[src/rtl/mem_port_arbiter.sv]
// mem_port_arbiter: round-robin arbiter sharing one single-port 8-bit data memory
// among N_REQ requesters, with optional locked bursts of up to MAX_BURST beats.
module mem_port_arbiter #(
  parameter int N_REQ     = 2,
  parameter int MAX_BURST = 4
) (
  input  logic               CLK,
  input  logic               reset_n,
  input  logic [N_REQ-1:0]   req,
  input  logic [N_REQ-1:0]   we,
  input  logic [N_REQ-1:0]   lock,
  input  logic [8*N_REQ-1:0] addr,
  input  logic [8*N_REQ-1:0] wdata,
  output logic [N_REQ-1:0]   gnt,
  output logic [N_REQ-1:0]   rvalid,
  output logic [7:0]         rdata,
  output logic [7:0]         mem_addr,
  output logic               mem_read,
  output logic               mem_write,
  output logic [7:0]         mem_wdata,
  input  logic [7:0]         mem_rdata
);
  localparam int OW = N_REQ > 2 ? 2 : 1;
  typedef enum logic {IDLE, BUSY} state_t;
  state_t           state_q, state_d;
  logic [OW-1:0]    owner_q, owner_d, rr_ptr_q, rr_ptr_d, arb_ptr, cand, win;
  logic [3:0]       beat_cnt_q, beat_cnt_d;
  logic [7:0]       rdata_q, rdata_d;
  logic [N_REQ-1:0] rvalid_q, rvalid_d;
  logic             hit, beat, rel;
  // Releasing owner is the pointer, so it lands at lowest priority in the re-arbitration.
  always_comb begin
    arb_ptr = state_q == BUSY ? owner_q : rr_ptr_q;
    hit = 1'b0;
    win = '0;
    cand = '0;
    for (int k = N_REQ; k >= 1; k--) begin
      cand = OW'((int'(arb_ptr) + k) % N_REQ);
      if (req[cand]) begin
        hit = 1'b1;
        win = cand;
      end
    end
  end
  always_comb begin
    beat       = state_q == BUSY && req[owner_q];
    rel        = state_q == BUSY && (!beat || !lock[owner_q] || beat_cnt_q + 4'd1 == 4'(MAX_BURST));
    gnt        = beat ? N_REQ'(1) << owner_q : '0;
    mem_read   = beat & ~we[owner_q];
    mem_write  = beat & we[owner_q];
    mem_addr   = beat ? addr[8*owner_q +: 8] : '0;
    mem_wdata  = beat ? wdata[8*owner_q +: 8] : '0;
    rdata_d    = mem_read ? mem_rdata : rdata_q;
    rvalid_d   = mem_read ? gnt : '0;
    rr_ptr_d   = rel ? owner_q : rr_ptr_q;
    state_d    = (state_q == IDLE || rel) ? (hit ? BUSY : IDLE) : state_q;
    owner_d    = (state_q == IDLE || rel) && hit ? win : owner_q;
    beat_cnt_d = (state_q == IDLE || rel) && hit ? 4'd0 : beat_cnt_q + 4'(beat);
  end
  always_ff @(posedge CLK or negedge reset_n) begin
    if (!reset_n) begin
      state_q    <= IDLE;
      owner_q    <= '0;
      rr_ptr_q   <= OW'(N_REQ - 1);
      beat_cnt_q <= '0;
      rdata_q    <= '0;
      rvalid_q   <= '0;
    end else begin
      state_q    <= state_d;
      owner_q    <= owner_d;
      rr_ptr_q   <= rr_ptr_d;
      beat_cnt_q <= beat_cnt_d;
      rdata_q    <= rdata_d;
      rvalid_q   <= rvalid_d;
    end
  end
  assign rdata  = rdata_q;
  assign rvalid = rvalid_q;
endmodule

[config.mk]
export PLATFORM = sky130hd
export DESIGN_NAME = mem_port_arbiter
export DESIGN_NICKNAME = d
export VERILOG_FILES = /design/src/rtl/mem_port_arbiter.sv
export SDC_FILE = /design/constraint.sdc
export NUM_CORES = 1
export LEC_CHECK = 0
export BUFFER_PORTS_ARGS = -buffer_cell sky130_fd_sc_hd__buf_2
export CORE_ASPECT_RATIO = 1.1
export CORE_MARGIN = 3
export CORE_UTILIZATION = 41
export CTS_BUF_LIST = sky130_fd_sc_hd__clkbuf_8
export DETAILED_ROUTE_END_ITERATION = 8
export GPL_TIMING_DRIVEN = 0
export PLACE_DENSITY = 0.94
export SLEW_MARGIN = 10
export SYNTH_ARGS = -nofsm -noshare
export SYNTH_HDL_FRONTEND = slang
export SYNTH_SLANG_ARGS = --single-unit
[constraint.sdc]
create_clock -name CLK -period 2.05 [get_ports CLK]
set_clock_uncertainty 0.1 [all_clocks]
set_input_delay 0.3075 -clock CLK [delete_from_list [all_inputs] [get_ports CLK]]
set_output_delay 0.3075 -clock CLK [all_outputs]
set_load 0.02 [all_outputs]
# ---- Yosys cells after proc, flatten, opt, wreduce, memory -nomap -nowiden
# Index checks and enable logic that the tools add are counted.
dict set report classes {
  add_sub_neg 4
  magnitude_cmp 3
  eq_ne 1
  shift 3
  n_mux 21
  bitwise_logic 4
  n_reduce_logical 8
}
# operator count
set op_table {}
lappend op_table {{$shiftx 16x5->8} 2}
lappend op_table {{$mux 1} 16}
lappend op_table {{$mux 8} 2}
lappend op_table {{$lt 1x2->1 const B} 3}
lappend op_table {{$add 4x1->4} 1}
lappend op_table {{$add 4x1->4 const B} 1}
lappend op_table {{$eq 4x3->1 const B} 1}
lappend op_table {{$mux 2} 2}
lappend op_table {{$mux 4} 1}
lappend op_table {{$logic_and 1x1->1} 3}
lappend op_table {{$logic_or 1x1->1} 3}
lappend op_table {{$add 1x1->1 const B} 2}
lappend op_table {{$and 1x1->1} 2}
lappend op_table {{$logic_not 1->1} 2}
lappend op_table {{$not 1->1} 2}
lappend op_table {{$shl 1x1->2 const A} 1}
dict set report word_totals {
  regBits 17
}

# ---- Logic depth before layout (Yosys ltp)
dict set report logic_depth {
  ltp_word 10
  depth_mapped 7
}

# ---- Least setup slack after synthesis
# No wires, ideal clock.
dict set report synth_path {
  kind {register to output}
  startpoint {register owner_q}
  endpoint {output port mem_addr[6]}
  arrival_ns 1.243
  required_time_ns 1.642
  path_slack_ns 0.399
  path_stages_with_launch 6
  n_path_buf 3
  path_cell_list {dfrtp_1 buf_6 and3_1 buf_4 buf_4 a22o_1}
}
dict set report synth_between {
  elab_chain_len 4
  word_cells_on_any_way 5
  classes_between {shift (1); mux (3); reduce/logical (1)}
}
# element line
set synth_lines {}
lappend synth_lines {{from (decl)} 26} ;# logic [OW-1:0] owner_q, owner_d, rr_ptr_q, rr_ptr_d, arb_ptr, cand, win;
lappend synth_lines {{from (signal assigned)} 70} ;# owner_q <= owner_d;
lappend synth_lines {{parallel branches: the longest is 3 deep, another holds $shiftx 16x5->8} -}
lappend synth_lines {{$mux 8 *} 51} ;# mem_addr = beat ? addr[8*owner_q +: 8] : '0;
lappend synth_lines {{to (decl)} 17} ;# output logic [7:0] mem_addr,
# Mark *: on every way between the ends. The select of a mux whose other input is x is not followed.

# ---- Worst setup path in the final report
dict set report layout_path {
  startpoint {register owner_q}
  endpoint {output port mem_wdata[5]}
}
dict set report layout_between {
  elab_chain_len 4
  word_cells_on_any_way 5
  classes_between {shift (1); mux (3); reduce/logical (1)}
}
# element line
set layout_lines {}
lappend layout_lines {{parallel branches: the longest is 3 deep, another holds $shiftx 16x5->8} -}
lappend layout_lines {{$mux 8 *} 52} ;# mem_wdata = beat ? wdata[8*owner_q +: 8] : '0;
lappend layout_lines {{to (decl)} 20} ;# output logic [7:0] mem_wdata,
# Marked as above.

==> impl_metrics.env <==
export IMPL_status="completed"
export IMPL_power_density_mw_per_mm2=796
export IMPL_r2r_cells=7
export IMPL_die_y_um=58.1
export IMPL_synth_area_top_cells="dfrtp_1 40%, a22o_1 14%, mux2_2 8.9%"
export IMPL_report_final_slew_viol_count=0
export IMPL_drive_above_1_share=0.600
export IMPL_portBuffers=77
export IMPL_clkPwrFrac=0.205
export IMPL_synth_top_area_cell="dfrtp_1"
export IMPL_p_comb_frac=0.427
export IMPL_ys_ff_latch=17
export IMPL_viasPerCell=5.21
export IMPL_via_count=1069
export IMPL_wire_per_inst_um=14.5
export IMPL_worst_hold_path_num_cells=2
export IMPL_syn_inst=89
export IMPL_cts_tree="yes"
export IMPL_worstHoldPathType="in2reg"
export IMPL_slew_headroom=0.736
export IMPL_grt_use_total=0.186
export IMPL_dp_cells=196
export IMPL_nFillCells=196
export IMPL_drt_iter0_drc=18
export IMPL_intPower_mw=0.782
export IMPL_finalHoldViolCount=0
export IMPL_initial_core_util=0.440
export IMPL_setup_tns_ns=0
export IMPL_grtUsageMet3=0.0386
export IMPL_fin_nets=226
export IMPL_synth_edf_count=0
export IMPL_busiest_layer="met2"
export IMPL_worst_pin_slew_ns=0.396
export IMPL_synth_top_area_frac=0.396
export IMPL_swShare=0.358
export IMPL_route_final_wire_length_um=2970
export IMPL_design_area_mm2=0.00153
export IMPL_crit_cells=6
export IMPL_critPathMaxStageDelay_ns=0.41
export IMPL_dieArea_mm2=0.00310
export IMPL_worstSetupStartpointType="register"
export IMPL_seq_area_frac_synth=0.422
export IMPL_ctsRootBufferMaster="clkbuf_8"
export IMPL_grt_pass1_wl_um=4290
export IMPL_grt_pass1_vias=1038
export IMPL_worst_path_buf_inv=4
export IMPL_path_class="reg2out"
export IMPL_dr_pass1_iters=4
export IMPL_p_leak_nw=0.845
export IMPL_grtUsageMet2=0.364
export IMPL_cts_clk_slew_worst_paths_ns=0.07
export IMPL_crit_slowest_cell="dfrtp_1"
export IMPL_crit_top_cell="buf_6"
export IMPL_gr_total_overflow=0
export IMPL_fmax_ghz=0.505
export IMPL_required_ns=1.64
export IMPL_ys_warnings_count=0
export IMPL_postPlaceCellArea_mm2=0.00143
export IMPL_cts_max_level=1
export IMPL_worstSetupEndpointType="output port"
export IMPL_cts_buffers=3
export IMPL_synth_area_mm2=0.00101
export IMPL_ant_nets=0
export IMPL_antenna_found_initial=0
export IMPL_synth_common_cells="16 x a22o_1, 16 x dfrtp_1, 8 x mux2_2"
export IMPL_final_cells=205
export IMPL_ios=78
export IMPL_report_final_setup_viol=0
export IMPL_switching_power_mw=0.436
export IMPL_critPathTopFamily="buffers and inverters"
export IMPL_synthDistinctLibCells=34
export IMPL_power_frac_seq=0.368
export IMPL_drv_cap=0
export IMPL_drc=0
export IMPL_critical_path_arrival_ns=1.57
export IMPL_async_reset_ff_frac=1.00
export IMPL_layout_min_cycle_time_ns=1.98
export IMPL_coreArea_mm2=0.00230
export IMPL_cp_cell_sequence="buf_6, and3_1, buf_4, buf_6, a22o_1, buf_2"
export IMPL_rsz0062_at_grt="no"
export IMPL_grt_max_degree=18
export IMPL_diodes=0
export IMPL_ir_drop_mv=0.627
export IMPL_cts_buffer_depth=2
export IMPL_clock_sinks=17
export IMPL_clkLatencyLatePin_ns=0.25
export IMPL_rrSetupSlack_ns=0.30
export IMPL_syn2layout_area_growth_pct=51.4
export IMPL_crit_fanout=10
export IMPL_die_x_um=53.3
export IMPL_syn_nets=139
export IMPL_power_mw=1.22
export IMPL_placementRows=18
export IMPL_hpwl_um=2340
export IMPL_syn_area_per_cell_um2=11.4
export IMPL_synth_flop_cell="dfrtp_1"
export IMPL_place_gp_congestion=0.797
export IMPL_finalCritPeriodShare=0.967
export IMPL_use_met1=0.189
==> per-layer routing <==
layer / routed length (um) / vias up
met4: 20 / 0
li1: - / 507
met1: 1030 / 498
met5: 0 / -
met2: 1580 / 62
met3: 336 / 2
==> layout by cell type (no fill, tap or decap), types with 2 or more instances in the layout <==
| cell type | count |
|---|---|
| buf_4 | 7 |
| a21oi_1 | 3 |
| nand3b_1 | 2 |
| nand2_1 | 3 |
| nand3_1 | 4 |
| clkbuf_8 | 3 |
| buf_2 | 76 |
| ha_1 | 2 |
| nor2_1 | 2 |
| a22o_1 | 16 |
| dfrtp_1 | 16 |
| o211ai_1 | 2 |
| a21boi_1 | 2 |
| inv_1 | 3 |
| buf_6 | 3 |
| mux2i_1 | 2 |
| mux2_2 | 8 |
==> path summary, 6_finish.rpt <==
check	to	start
setup / recovery	mem_wdata[5]	owner_q
hold / removal	rvalid[1]	we[1]
setup reg to reg	beat_cnt_q[1]	owner_q
hold reg to reg	rdata[1]	rdata[1]
max in group asynchronous	rr_ptr_q	reset_n
min in group asynchronous	beat_cnt_q[0]	reset_n
==> worst reg2reg max path, delay by kind of cell, from the launching register on <==
kind	cells	cell delay (ns)
adders and majority gates	2	0.48
buffers and inverters	2	0.27
and+or+nand+nor	1	0.07
DFF	1	0.41
AOI/OAI and AO/OA	2	0.32
==> state kept, by name, indices dropped and copies added (netlist names) <==
name,count
beat_cnt_q,4
owner_q,1
rdata,8
rr_ptr_q,1
rvalid,2
state_q,1
==> kinds of logic (layout without fill, tap and decap cells) <==
group / after synthesis / after routing / synth area share
flops: 17 / 17 / 0.422
mux: 10 / 10 / 0.109
compound gates: 27 / 27 / 0.222
buf+inv: 10 / 96 / 0.0594
xor+xnor: 2 / 2 / 0.0173
fa+ha+maj: 2 / 2 / 0.0247
simple gates: 21 / 21 / 0.146
==> final cells by class <==
| type | instances | area, um2 | area share |
|---|---|---|---|
| clock inverter | 1 | 5.00 | 0.00327 |
| inverter | 4 | 15.0 | 0.00981 |
| tap | 30 | 37.5 | 0.0245 |
| multi-input combinational | 62 | 524 | 0.343 |
| clock buffer | 3 | 41.3 | 0.0270 |
| timing repair buffer | 82 | 428 | 0.280 |
| sequential | 17 | 427 | 0.279 |
| buffer | 6 | 52.6 | 0.0343 |
==> per-stage QoR <==
step / setup WS [ns] / hold slack [ns] / utilization
finish: 0.0679 / 0.144 / 0.666
global route: 0.00146 / 0.148 / 0.666
CTS: 0.00279 / 0.136 / 0.649
detailed placement: 0.288 / 0.159 / 0.624
global placement: 0.296 / 0.140 / 0.624
floorplan: 0.399 / -0.0881 / -
==> power by group through the flow <==
stage | clock network [mW] | logic (mW) | registers, mW
global route | 0.268 | 0.564 | 0.457
floorplan | 0 | 0.248 | 0.517
detailed placement | 0 | 0.500 | 0.454
global placement | 0 | 0.483 | 0.445
CTS | 0.259 | 0.502 | 0.448
finish | 0.250 | 0.520 | 0.449
==> repair_timing <==
action                                  in CTS  in global routing
resized for setup                            0                  3
hold buffers                                 1                  0
hold endpoints to repair                    16                  0
setup buffers                                0                  4
endpoints found under the setup margin       0                  9
No activity file was read; power rests on OpenSTA's default activity.
